--- src/rtl/count2_a_decoder.sv ---
`default_nettype none
// +----------------------------------------------------------------------+
// | count2_a_decoder: link monitor that recovers x from a count2_a       |
// | stream and flags illegal transitions once locked.  Rev 1.0           |
// +----------------------------------------------------------------------+
module count2_a_decoder #(
    parameter int RESYNC_LEN = 2,
    parameter int ERR_CNT_W  = 8
) (
    input  logic                 clk_i,
    input  logic                 rst_ni,
    input  logic                 in_valid_i,
    input  logic [1:0]           count_in_i,
    output logic                 x_rec_o,
    output logic                 x_rec_valid_o,
    output logic                 err_o,
    output logic [ERR_CNT_W-1:0] err_count_o,
    output logic                 locked_o
);

    typedef enum logic [1:0] {
        S_IDLE = 2'd0,
        S_ACQ  = 2'd1,
        S_LOCK = 2'd2
    } state_t;

    localparam logic [3:0]           RUN_TARGET = 4'(RESYNC_LEN);
    localparam logic [ERR_CNT_W-1:0] ERR_MAX    = {ERR_CNT_W{1'b1}};

    state_t               state_q, state_d;
    logic [1:0]           prev_q, prev_d;
    logic [3:0]           run_q, run_d;
    logic                 x_rec_q, x_rec_d;
    logic                 x_rec_valid_q, x_rec_valid_d;
    logic                 err_q, err_d;
    logic [ERR_CNT_W-1:0] err_count_q, err_count_d;

    logic w_legal;
    logic w_decision;
    logic w_x;

    always_comb begin
        w_legal    = 1'b0;
        w_decision = 1'b0;
        w_x        = 1'b0;
        case ({prev_q, count_in_i})
            4'b00_01: begin w_legal = 1'b1; w_decision = 1'b1; w_x = 1'b0; end
            4'b00_10: begin w_legal = 1'b1; w_decision = 1'b1; w_x = 1'b1; end
            4'b01_10: begin w_legal = 1'b1; w_decision = 1'b1; w_x = 1'b0; end
            4'b01_01: begin w_legal = 1'b1; w_decision = 1'b1; w_x = 1'b1; end
            4'b10_11: w_legal = 1'b1;
            4'b11_00: w_legal = 1'b1;
            default:  w_legal = 1'b0;
        endcase
    end

    always_comb begin
        state_d       = state_q;
        prev_d        = prev_q;
        run_d         = run_q;
        x_rec_d       = x_rec_q;
        x_rec_valid_d = 1'b0;
        err_d         = 1'b0;
        err_count_d   = err_count_q;
        if (in_valid_i) begin
            prev_d = count_in_i;
            case (state_q)
                S_IDLE: begin
                    state_d = S_ACQ;
                    run_d   = 4'd0;
                end
                S_ACQ: begin
                    if (w_legal) begin
                        run_d = run_q + 4'd1;
                        if (run_q + 4'd1 == RUN_TARGET) state_d = S_LOCK;
                    end else begin
                        run_d = 4'd0;
                    end
                end
                S_LOCK: begin
                    if (w_legal) begin
                        if (w_decision) begin
                            x_rec_valid_d = 1'b1;
                            x_rec_d       = w_x;
                        end
                    end else begin
                        // The offending sample becomes the new reference via prev_d.
                        err_d   = 1'b1;
                        state_d = S_ACQ;
                        run_d   = 4'd0;
                        if (err_count_q != ERR_MAX) err_count_d = err_count_q + 1'b1;
                    end
                end
                default: begin
                    state_d = S_IDLE;
                    run_d   = 4'd0;
                end
            endcase
        end
    end

    always_ff @(posedge clk_i or negedge rst_ni) begin
        if (!rst_ni) begin
            state_q       <= S_IDLE;
            prev_q        <= 2'b00;
            run_q         <= 4'd0;
            x_rec_q       <= 1'b0;
            x_rec_valid_q <= 1'b0;
            err_q         <= 1'b0;
            err_count_q   <= '0;
        end else begin
            state_q       <= state_d;
            prev_q        <= prev_d;
            run_q         <= run_d;
            x_rec_q       <= x_rec_d;
            x_rec_valid_q <= x_rec_valid_d;
            err_q         <= err_d;
            err_count_q   <= err_count_d;
        end
    end

    assign x_rec_o       = x_rec_q;
    assign x_rec_valid_o = x_rec_valid_q;
    assign err_o         = err_q;
    assign err_count_o   = err_count_q;
    assign locked_o      = (state_q == S_LOCK);

endmodule
`default_nettype wire

--- config.mk ---
export PLATFORM = sky130hd
export DESIGN_NAME = count2_a_decoder
export DESIGN_NICKNAME = d
export VERILOG_FILES = /design/src/rtl/count2_a_decoder.sv
export SDC_FILE = /design/constraint.sdc
export NUM_CORES = 1
export LEC_CHECK = 0
export BUFFER_PORTS_ARGS = -buffer_cell sky130_fd_sc_hd__buf_4
export CORE_ASPECT_RATIO = 1.25
export CORE_MARGIN = 3
export CORE_UTILIZATION = 30
export DETAILED_ROUTE_END_ITERATION = 8
export HOLD_SLACK_MARGIN = 0.1
export MAX_ROUTING_LAYER = met4
export PLACE_DENSITY_LB_ADDON = 0.08
export SLEW_MARGIN = 20
export SYNTH_ARGS = -nofsm -noshare
export SYNTH_HDL_FRONTEND = slang
export SYNTH_SLANG_ARGS = --single-unit
--- constraint.sdc ---
create_clock -name clk_i -period 4.4 [get_ports clk_i]
set_clock_uncertainty 0.05 [all_clocks]
set_input_delay 0.22 -clock clk_i [delete_from_list [all_inputs] [get_ports clk_i]]
set_output_delay 0.22 -clock clk_i [all_outputs]
set_load 0.1 [all_outputs]
# --- Yosys cells after proc, flatten, opt, wreduce, memory -nomap -nowiden ---
# Index checks and enable logic that the tools add are counted.
classes:
  add_sub_neg: 2
  n_eq_ne: 13
  mux: 17
  bitwise_logic: 1
  reduce_logical: 8
ops:
  columns: ["operator", "n"]
  rows:
  - ["AND reduction 4 bit", 3]
  - ["2-to-1 mux 1 bit", 10]
  - ["adder 8 x 1 -> 8 bit, second input constant", 1]
  - ["== test 4 x 2 -> 1 bit, second input constant", 2]
  - ["== test 4 x 3 -> 1 bit, second input constant", 2]
  - ["== test 4 bit, second input constant", 2]
  - ["2-to-1 mux 4 bit", 2]
  - ["!= test 8 bit, second input constant", 1]
  - ["case mux 4 bit (2 select lines)", 1]
  - ["2-to-1 mux 2 bit", 3]
  - ["!= test 2 bit, second input constant", 3]
  - ["case mux 2 bit (3 select lines)", 1]
  - ["OR reduction 6 bit", 1]
  - ["adder 4 x 1 -> 4 bit, second input constant", 1]
  - ["== test 4 x 1 -> 1 bit, second input constant", 1]
  - ["OR reduction 4 bit", 1]
  - ["== test 2 x 1 -> 1 bit, second input constant", 1]
  - ["== test 2 bit, second input constant", 1]
  - ["zero test 2 bit", 1]
  - ["AND reduction 2 bit", 1]
  - ["OR reduction 2 bit", 1]
  - ["inverter 1 bit", 1]
totals:
  register_bits: 19
  inputBits: 5
  output_inout_bits: 12
  word_cells: 48

# --- Longest topological paths before layout ---
logic_depth:
  ltp_word: 7
  ltp_mapped: 5
  depth_no_buf: 5

# --- Worst setup path after synthesis ---
# OpenSTA, ideal clock, no wires.
synth_path:
  path_kind: "register to register"
  from: "register err_count_q[0] (netlist: err_count_o[0])"
  to: "register err_count_q[3] (netlist: err_count_o[3])"
  setup_time_ns: 0.164
  arrival_ns: 1.968
  required_time_ns: 4.186
  path_slack_ns: 2.218
  stages_incl_launch_ff: 6
  path_buffers: 0
  synth_period_minus_slack_ns: 2.182
  cell_sequence: "dfrtp_1 ha_1 nand3_1 o2111ai_1 nor2_1 xor2_1"
synth_between:
  elab_chain_len: 2
  word_cells_on_any_way: 3
  cone_classes: "add/sub (1); eq/ne (1); reduce/logical (1)"
synth_lines:
  columns: ["element", "line_no", "source"]
  rows:
  - ["start: declaration", "36", "logic [ERR_CNT_W-1:0] err_count_q, err_count_d;"]
  - ["start signal: assignment", "118", "err_count_q <= err_count_d;"]
  - ["branches (longest 2 deep; another with adder 8 x 1 -> 8 bit)", null, null]
# Several ways; the timed one is not identified.
# A chain may end at the register's enable or synchronous reset.

# --- Worst setup path after layout ---
layout_path:
  from: "register state_q[0]"
  to: "register x_rec_q (netlist: x_rec_o)"
layout_between:
  elab_chain_len: 2
layout_lines:
  columns: ["element", "line_no", "source"]
  rows:
  - ["start: declaration", "30", "state_t state_q, state_d;"]
  - ["start signal: assignment", "112", "state_q <= state_d;"]
  - ["== test 2 bit", "67", "case (state_q)"]
  - ["AND reduction 4 bit (no source line)", null, null]
  - ["end signal: assignment", "115", "x_rec_q <= x_rec_d;"]
  - ["end: declaration", "33", "logic x_rec_q, x_rec_d;"]
# No other way between the ends.

==> flow_summary.json <==
{
  "power.density_nw_per_um2": 387,
  "dieArea_um2": 4300,
  "hpwl_um": 1530,
  "place_ws_ns": 2.38,
  "yosysWarningCount": 0,
  "wl_per_cell_um": 14.0,
  "num_rows": 23,
  "fin_crit_sh_pct": 45.7,
  "wirelength_um": 2090,
  "cpMaxStageDelayCell": "nor2b_1",
  "clk_path_buf_depth": 2,
  "first_global_vias": 822,
  "drc": 0,
  "final_area_um2": 1270,
  "gp_congestion": 0.660,
  "antennaDiodeCount": 0,
  "drtIter0Drc": 8,
  "core-area_um2": 3310,
  "yosys-top-cells-area": "dfrtp_1, mux2_2, xor2_1, ha_1, mux2_1",
  "antenna_left": 0,
  "worstPathCellList": "nor2b_1, nand2_2, nor3_1, mux2_2",
  "synth_top_area_share_pct": 44.8,
  "nets": 122,
  "ys_ff_latch": 19,
  "cts_tree": "yes",
  "cp.arrival_ns": 2.10,
  "clk_pin_slew_worst_paths_ns": 0.07,
  "cp_max_fo": 7,
  "relSlewSlack_pct": 63.4,
  "synth_area_per_cell_um2": 11.3,
  "async_reset_ff_share_pct": 100,
  "die_h_um": 72.5,
  "area_growth_pct": 19.3,
  "vias_per_cell": 5.14,
  "synth_nets": 102,
  "utilization_pct": 38.3,
  "syn_area_um2": 1060,
  "instances_no_fill": 150,
  "rsz0062_at_grt": "no",
  "setup_viol": 0,
  "initial_core_util_pct": 32.1,
  "place_area_um2": 1210,
  "pin_count": 17,
  "drive_gt1_share_pct": 27.4,
  "root_buffer": "clkbuf_8",
  "cp-end-kind": "flip-flop",
  "vias": 771,
  "startpoint_type": "flip-flop",
  "power_leakage_nw": 0.595,
  "drv_cap": 0,
  "dp.cells": 145,
  "fill_cells": 330,
  "synth_edf_count": 0,
  "overflow": 0,
  "antenna_found_initial": 0,
  "multi_input_area_um2": 559,
  "worst_pin_slew_ns": 0.548,
  "ys.flop_type": "dfrtp_1",
  "synth_largest_area_cell": "dfrtp_1",
  "grt_pass1_wl_um": 3660,
  "clock_sinks": 19,
  "crit_family": "simple AND/OR/NAND/NOR gates",
  "fmax_ghz": 0.497,
  "tns_ns": 0,
  "drv_slew": 0,
  "numCtsBuffers": 3,
  "seqCellArea_um2": 475,
  "synth.yosys.seq_area_share_pct": 44.8,
  "clock_latency_ns": 0.25,
  "status": "completed",
  "synthDistinctLibCells": 38,
  "dieWidth_um": 59.2,
  "hold_class": "in -> reg",
  "cp.buffers_inverters": 0,
  "synthCells": 94,
  "critical_path_class": "reg -> reg",
  "worst_slack_ns": 2.39,
  "drtPass1Iterations": 4,
  "crit_required_ns": 4.49,
  "slowest_delay_ns": 0.47,
  "hold_violations": 0,
  "htree_levels": 1,
  "grt_max_degree": 20,
  "peakVddDrop_mv": 0.204,
  "finalCriticalPeriod_ns": 2.01,
  "cts_resized": 0,
  "numPortBuffers": 16,
  "globalRouteTotalUtil_pct": 11.3
}
-- layout by cell type (no fill, tap or decap), types with 2 or more instances in the layout --
cell type	n
dfrtp_1	19
buf_4	16
nand3_1	6
nor2b_1	5
xor2_1	5
o21ai_0	4
mux2_2	4
inv_1	3
nor2_1	3
a22o_1	3
nand2_1	3
nor3_2	3
mux2_1	3
a21oi_1	3
ha_1	3
clkbuf_8	3
and3b_1	2
nor3_1	2
nand3b_1	2
-- synth_stat cells, drive strengths merged (2+ instances only) --
cell type	instances
nor4	2
nor3	5
xor2	5
dfrtp	19
nand3b	2
inv	3
nand2	4
buf	2
a21oi	3
o21ai	4
a22o	3
nor2b	5
and3b	2
nand3	6
mux2	7
nor2	3
ha	3
-- sequential cells by signal, indices dropped and copies added, names as in the netlist --
name           flops
err_count_o        8
err_o              1
prev_q             2
run_q              4
state_q            2
x_rec_o            1
x_rec_valid_o      1
-- cells by family after synthesis --
| family | after synthesis | synth area share (%) |
|---|---|---|
| XOR/XNOR | 6 | 4.95 |
| AND/OR/NAND/NOR | 34 | 21.7 |
| buffers and inverters | 5 | 2.59 |
| multiplexers | 8 | 8.36 |
| AO/OA/AOI/OAI | 19 | 14.1 |
| adder cells (fa/ha/maj) | 3 | 3.53 |
| flip-flops | 19 | 44.8 |
-- what timing repair did --
action / CTS / global route
hold buffers: 1 / 0
hold endpoints to repair: 19 / 0
setup buffers: 0 / 0
-- per-layer routing --
metal,share of wire (%),track usage (%)
met4,0.81,4.53
met1,45,13.0
met3,3.2,2.14
met5,0,-
met2,51,18.8
-- power by group --
group,internal [W],leakage [nW],switching (W)
Clock,0.0000642,0.0228,0.0000552
Sequential,0.000197,0.254,0.0000299
Combinational,0.0000516,0.319,0.0000924
Total,0.000313,0.595,0.000177
-- worst paths after layout --
check                                    start             end  slack (ns)  depth (start not counted)
worst max register to register      state_q[0]         x_rec_o        2.39                          4
worst min register to register  err_count_o[0]  err_count_o[0]        0.46                          1
worst max-delay path                state_q[0]         x_rec_o        2.39                          4
min in group asynchronous               rst_ni   x_rec_valid_o        0.33                          2
max in group asynchronous               rst_ni      state_q[0]        3.75                          2
worst min-delay path             count_in_i[1]       prev_q[1]        0.21                          2
-- area by class of cell --
cell class                 instances  share of cell area, %
multi-input combinational         70                   44.1
sequential                        19                   37.5
timing repair buffer              17                   10.3
tap                               37                   3.65
clock buffer                       4                   3.55
inverter                           3                  0.888
-- per-stage QoR --
| step | hold WS (ns) | power [W] |
|---|---|---|
| floorplan | -0.126 | 0.000339 |
| global placement | 0.0691 | 0.000374 |
| detailed placement | 0.0674 | 0.000376 |
| CTS | 0.200 | 0.000502 |
| global route | 0.204 | 0.000528 |
| finish | 0.208 | 0.000490 |
Note: power is estimated with default switching activity, not from simulation.
